<file path="src/rtl/rf_pkg.sv">
// rf_pkg
// Shared definitions for the register file and its busy scoreboard.
//   aw_of / cw_of : address width and busy-count width for a given depth
//   AW / CW       : those widths for the default 32-entry file
//   rf_addr_t     : register index type for the default depth
//   ZERO_ADDR     : index of the hard-wired zero register
package rf_pkg;

  localparam int DEFAULT_DEPTH = 32;

  function automatic int aw_of(input int depth);
    return $clog2(depth);
  endfunction

  // The count has to reach DEPTH itself, hence depth+1.
  function automatic int cw_of(input int depth);
    return $clog2(depth + 1);
  endfunction

  localparam int AW = aw_of(DEFAULT_DEPTH);
  localparam int CW = cw_of(DEFAULT_DEPTH);

  typedef logic [AW-1:0] rf_addr_t;

  localparam rf_addr_t ZERO_ADDR = '0;

endpackage

</file>
<file path="src/rtl/register.sv">
// register
// Plain N-bit storage register with load enable.
//   clk, rst : clock and synchronous active-high reset (clears to 0)
//   ena      : load d at the next rising edge
//   d, q     : data in / registered data out
module register #(
  parameter int N = 32
) (
  input  logic         clk,
  input  logic         rst,
  input  logic         ena,
  input  logic [N-1:0] d,
  output logic [N-1:0] q
);

  logic [N-1:0] data_d;
  logic [N-1:0] data_q;

  // Next value: hold unless a load is requested.
  always_comb begin
    data_d = data_q;
    if (ena) begin
      data_d = d;
    end
  end

  // Reset wins over a load in the same cycle.
  always_ff @(posedge clk) begin
    if (rst) begin
      data_q <= '0;
    end else begin
      data_q <= data_d;
    end
  end

  assign q = data_q;

endmodule

</file>
<file path="src/rtl/register_file_scoreboard_reg_scoreboard.sv">
// reg_scoreboard
// Per-register busy bits plus a registered population count.
//   clk, rst           : clock and synchronous active-high reset
//   wr_ena, wr_addr    : writeback; releases busy[wr_addr]
//   rsv_ena, rsv_addr  : reservation; sets busy[rsv_addr]
//   flush              : clears every busy bit, drops a same-cycle reserve
//   busy               : current busy vector
//   busy_count         : popcount of busy, updated with the vector
module reg_scoreboard
  import rf_pkg::*;
#(
  parameter int DEPTH    = 32,
  parameter int ZERO_REG = 1,
  localparam int AW      = aw_of(DEPTH),
  localparam int CW      = cw_of(DEPTH)
) (
  input  logic             clk,
  input  logic             rst,
  input  logic             wr_ena,
  input  logic [AW-1:0]    wr_addr,
  input  logic             rsv_ena,
  input  logic [AW-1:0]    rsv_addr,
  input  logic             flush,
  output logic [DEPTH-1:0] busy,
  output logic [CW-1:0]    busy_count
);

  logic [DEPTH-1:0] busy_d;
  logic [DEPTH-1:0] busy_q;
  logic [CW-1:0]    count_d;
  logic [CW-1:0]    count_q;

  // Next busy vector. Release is applied before reserve so that a
  // reserve and a release of the same register leave it busy: the
  // reserve belongs to a newer writer of that register.
  always_comb begin
    busy_d = busy_q;
    if (flush) begin
      busy_d = '0;
    end else begin
      if (wr_ena) begin
        busy_d[wr_addr] = 1'b0;
      end
      if (rsv_ena) begin
        busy_d[rsv_addr] = 1'b1;
      end
    end
    if (ZERO_REG != 0) begin
      busy_d[0] = 1'b0;
    end
  end

  // The count is taken from the next-state vector so it lines up with
  // the busy bits after the same edge.
  always_comb begin
    count_d = '0;
    for (int k = 0; k < DEPTH; k++) begin
      count_d = count_d + CW'(busy_d[k]);
    end
  end

  // Busy bits and their count, cleared together on reset.
  always_ff @(posedge clk) begin
    if (rst) begin
      busy_q  <= '0;
      count_q <= '0;
    end else begin
      busy_q  <= busy_d;
      count_q <= count_d;
    end
  end

  assign busy       = busy_q;
  assign busy_count = count_q;

endmodule

</file>
<file path="src/rtl/register_file_scoreboard.sv">
// register_file_scoreboard
// Multi-port integer register file with optional write-to-read bypass and
// an integrated busy scoreboard for hazard detection.
//   clk, rst            : clock and synchronous active-high reset
//   wr_ena/addr/data    : writeback port; also releases the register
//   rsv_ena, rsv_addr   : reserve a destination register at issue
//   flush               : clear all busy bits (data untouched)
//   rd_addr[i]          : read index for port i
//   rd_data[i]          : combinational read data for port i
//   rd_busy[i]          : combinational pending flag for port i
//   busy_count          : registered number of busy registers
module register_file_scoreboard
  import rf_pkg::*;
#(
  parameter int N        = 32,
  parameter int DEPTH    = 32,
  parameter int RD_PORTS = 2,
  parameter int ZERO_REG = 1,
  parameter int BYPASS   = 1,
  localparam int AW      = aw_of(DEPTH),
  localparam int CW      = cw_of(DEPTH)
) (
  input  logic                         clk,
  input  logic                         rst,
  input  logic                         wr_ena,
  input  logic [AW-1:0]                wr_addr,
  input  logic [N-1:0]                 wr_data,
  input  logic                         rsv_ena,
  input  logic [AW-1:0]                rsv_addr,
  input  logic                         flush,
  input  logic [RD_PORTS-1:0][AW-1:0]  rd_addr,
  output logic [RD_PORTS-1:0][N-1:0]   rd_data,
  output logic [RD_PORTS-1:0]          rd_busy,
  output logic [CW-1:0]                busy_count
);

  logic [N-1:0]     regs [DEPTH];
  logic [DEPTH-1:0] busy;

  function automatic logic is_zero(input logic [AW-1:0] a);
    return (ZERO_REG != 0) && (a == AW'(ZERO_ADDR));
  endfunction

  // One storage register per entry; the zero register has no storage
  // at all when it is hard-wired.
  for (genvar k = 0; k < DEPTH; k++) begin : g_reg
    if (ZERO_REG != 0 && k == 0) begin : g_zero
      assign regs[k] = '0;
    end else begin : g_store
      logic ena;
      assign ena = wr_ena & (wr_addr == AW'(k));
      register #(.N(N)) u_reg (
        .clk (clk),
        .rst (rst),
        .ena (ena),
        .d   (wr_data),
        .q   (regs[k])
      );
    end
  end

  reg_scoreboard #(
    .DEPTH    (DEPTH),
    .ZERO_REG (ZERO_REG)
  ) u_scoreboard (
    .clk        (clk),
    .rst        (rst),
    .wr_ena     (wr_ena),
    .wr_addr    (wr_addr),
    .rsv_ena    (rsv_ena),
    .rsv_addr   (rsv_addr),
    .flush      (flush),
    .busy       (busy),
    .busy_count (busy_count)
  );

  // Read muxes. A matching same-cycle write forwards its data and hides
  // the busy bit it is about to clear, so a dependent instruction can
  // proceed in the writeback cycle. The zero register overrides both.
  always_comb begin
    for (int i = 0; i < RD_PORTS; i++) begin
      rd_data[i] = regs[rd_addr[i]];
      rd_busy[i] = busy[rd_addr[i]];
      if (BYPASS != 0 && wr_ena && wr_addr == rd_addr[i]) begin
        rd_data[i] = wr_data;
        rd_busy[i] = 1'b0;
      end
      if (is_zero(rd_addr[i])) begin
        rd_data[i] = '0;
        rd_busy[i] = 1'b0;
      end
    end
  end

endmodule
</file>
<file path="config.mk">
export PLATFORM = sky130hd
export DESIGN_NAME = register_file_scoreboard
export DESIGN_NICKNAME = d
export VERILOG_FILES = /design/src/rtl/rf_pkg.sv /design/src/rtl/register.sv /design/src/rtl/register_file_scoreboard_reg_scoreboard.sv /design/src/rtl/register_file_scoreboard.sv
export SDC_FILE = /design/constraint.sdc
export NUM_CORES = 2
export LEC_CHECK = 0
export CAP_MARGIN = 20
export CORE_UTILIZATION = 40
export DETAILED_ROUTE_END_ITERATION = 12
export GPL_TIMING_DRIVEN = 0
export PLACE_DENSITY = 0.54
export SLEW_MARGIN = 20
export SYNTH_ARGS = -nofsm -noshare
export SYNTH_HDL_FRONTEND = slang
export SYNTH_HIERARCHICAL = 1
export SYNTH_SLANG_ARGS = --single-unit
</file>
<file path="constraint.sdc">
create_clock -name clk -period 6.5 [get_ports clk]
set_input_delay 1.3 -clock clk [delete_from_list [all_inputs] [get_ports clk]]
set_output_delay 1.3 -clock clk [all_outputs]
set_load 0.05 [all_outputs]
</file>
==> flow_summary.toml <==
[die]
core_area_um2 = 139400
rows = 137
die_y_um = 376.8
dieArea_um2 = 142000
start_util_pct = 40.31
die_x_um = 376.8
ios = 129

[detailed_routing]
wl_per_cell_um = 32.39
drc = 0
drtAntennaViolNets = 0
firstDrtPassIters = 6
drtIter0Drc = 5344
vias_per_cell = 6.097
wirelength_um = 233700
vias = 43979

[setup_path]
startpoint_type = "primary input"
cp.required_ns = 5.20
r2r_start = "u_scoreboard/busy[20]$_SDFF_PP0_"
cp_slowest_cell = "clkdlybuf4s50_1"
r2r_setup_slack_ns = 1.42
path_class = "in2out"
path_max_fanout = 11
reg2reg_depth = 16
crit_path_end_kind = "primary output"
crit_chain = "clkdlybuf4s50_1 > buf_4 > buf_4 > nand3b_1 > buf_12 > buf_2 > o22ai_1 > a211oi_2 > mux2i_1 > o22ai_1 > clkdlybuf4s15_2"
crit_arrival_ns = 5.31
cpPeakStageDelay_ns = 0.71
worstReg2RegEnd = "u_scoreboard/busy_count[4]$_SDFF_PP0_"

[placement]
routabilityCongestion = 0.9605
dp_slack_ns = -1.374
dpl.cell_count = 6991
io_buffers = 119
dp_hpwl_um = 171700

[yosys]
synthCells = 4971
async_flop_share_pct = 0
syn_nets = 5058
synth_edf_count = 0
avgSynthCellArea_um2 = 11.30
synth_area_leaders = "dfxtp_1 (37%), mux2i_1 (19%), mux4_2 (18%)"
ys_ff_latch = 1029
yosys_most_used_dff = "dfxtp_1"
yosysSeqAreaShare_pct = 36.67
yosys_warnings = 6
synth_top_area_share_pct = 36.67
synth_cell_types = 70
synth_area_um2 = 56180
yosysTopAreaCell = "dfxtp_1"

[sta]
timing.hold.ws_ns = 0.5125
setup_violations = 10
final-hold-violation-count = 0
finalCritPeriodShare_pct = 101.7
worst_slew_pin_slew_ns = 1.233
fin_tns_setup_ns = -0.4253
slew_violations = 0
final.setup.worst_slack_ns = -0.1078
rsz0062_at_grt = "yes"
slew_headroom_pct = 17.78
max_freq_mhz = 151.3
fin_worst_skew_ns = 0.03174
period_needed_ns = 6.608

[layout]
fill_cells = 12821
final_common_cell = "nor2_1"
areaGrowthSynthToFinish_pct = 15.06
nets = 5324
final_layout_size_suffix_gt1_share_pct = 22.66
final_cell_mix = "nor2_1 (1,079), mux2i_1 (1,069), dfxtp_1 (1,029)"
instances_no_fill = 7213

[pwr]
ir_worst_vdd_v = 0.0002368
power.density_nw_per_um2 = 236.3
leakage_nw = 22.24

[run_status]
status = "finished with violations"
violations = "setup timing"

[min_path]
holdPathStages = 2
worst_hold_path.endpoint = "g_reg[26].g_store.u_reg/q[8]$_SDFFE_PP0P_"
hp-class = "reg2reg"
hold_start = "g_reg[26].g_store.u_reg/q[8]$_SDFFE_PP0P_"

[clocking]
cts_max_path_buffers = 3
cts_buffers = 118
path_clk_slew_ns = 0.05
clock_latency_ns = 0.76
cts_root_buf = "clkbuf_16"
cts_tree = "yes"
htree_levels = 3
hold_buffers = 0
cts_sinks = 1029

[grt]
grt_max_degree = 86
grt_pass1_wl_um = 325200
overflow = 0
antenna_found_initial = 13
grt_usage_pct = 32.27
grt_pass1_vias = 41917

[run]
cap_violations = 0
==> final cells by class <==
class / count / area [um2] / share of cell area (%)
inverters: 28 / 106.4 / 0.1645
repair buffers: 146 / 1551 / 2.400
multi-input cells: 3463 / 31950 / 49.42
flip-flops and latches: 1029 / 20600 / 31.87
diodes: 6 / 15.01 / 0.02323
plain buffers: 451 / 3995 / 6.180
clock inverters: 31 / 459.2 / 0.7104
clock buffers: 183 / 3621 / 5.602
well taps: 1876 / 2347 / 3.631
==> cell usage after synthesis (36+ instances only) <==
master / count
mux2i_1: 1070
nor3_1: 66
mux4_2: 437
nor2_1: 1081
dfxtp_1: 1029
a221oi_1: 58
buf_6: 50
buf_12: 95
mux2_2: 134
clkbuf_1: 183
o22ai_1: 119
nand2_1: 75
buf_4: 36
buf_2: 71
a211oi_1: 76
nor2b_1: 54
==> worst max-delay path, delay by kind of cell <==
family	cells	cell delay (ns)
AO/OA/AOI/OAI	3	1.16
buffers and inverters	6	2.31
multiplexers	1	0.29
AND/OR/NAND/NOR	1	0.21
==> how the worst max path moves through the flow <==
| stage | startpoint | to | slack (ns) | depth (start not counted) |
|---|---|---|---|---|
| after global placement | rst | u_scoreboard/busy[13]$_SDFF_PP0_ | -2.61 | 5 |
| after CTS | rd_addr[6] | rd_data[50] | 0.002 | 10 |
| after floorplan | wr_addr[2] | u_scoreboard/busy_count[4]$_SDFF_PP0_ | 0.15 | 16 |
| final | rd_addr[8] | rd_data[43] | -0.11 | 11 |
| after global routing | wr_addr[0] | u_scoreboard/busy_count[4]$_SDFF_PP0_ | -0.004 | 17 |
| after detailed placement | rd_addr[2] | rd_data[13] | -1.37 | 9 |
==> kinds of logic after synthesis <==
group                    synth area share [%]
AND/OR/NAND/NOR                         9.826
adder cells (fa/ha/maj)                0.9754
AO/OA/AOI/OAI                           5.588
buffers and inverters                   7.080
other                                0.006675
multiplexers                            39.69
flip-flops                              36.67
XOR/XNOR                               0.1715
==> routing by layer <==
layer / part of all wire [%] / track usage [%] / wire length, um
met1: 41 / 42.51 / 95760
met2: 44 / 49.19 / 103500
met3: 10 / 8.925 / 23680
met4: 4.6 / 14.41 / 10660
met5: 0.040 / 0 / 93
==> registers in the layout (all words and copies together), names as in the netlist <==
signal / flops
g.g_store.u_reg/q: 992
u_scoreboard/busy_count: 6
u_scoreboard/busy: 31
==> where the power goes <==
part / switching, mW / internal (mW)
Sequential: 0.0378 / 6.35
Combinational: 1.27 / 0.517
Clock: 2.86 / 4.23
Total: 4.17 / 11.1
==> metrics by stage <==
step,utilization [%],area (um2),power (mW)
after global routing,46.38,64630,15.64
final,46.38,64640,15.27
after detailed placement,43.15,60140,8.261
after global placement,42.85,59720,8.245
after floorplan,-,56180,7.413
after CTS,46.33,64570,15.30
==> what timing repair did <==
item | 4_1_cts | 5_1_grt
pin swaps | 1 | 1
gates cloned | 0 | 0
setup endpoints to repair | 69 | 39
setup buffers | 2 | 0
resized for setup | 210 | 40
(Power assumes the default switching activity.)
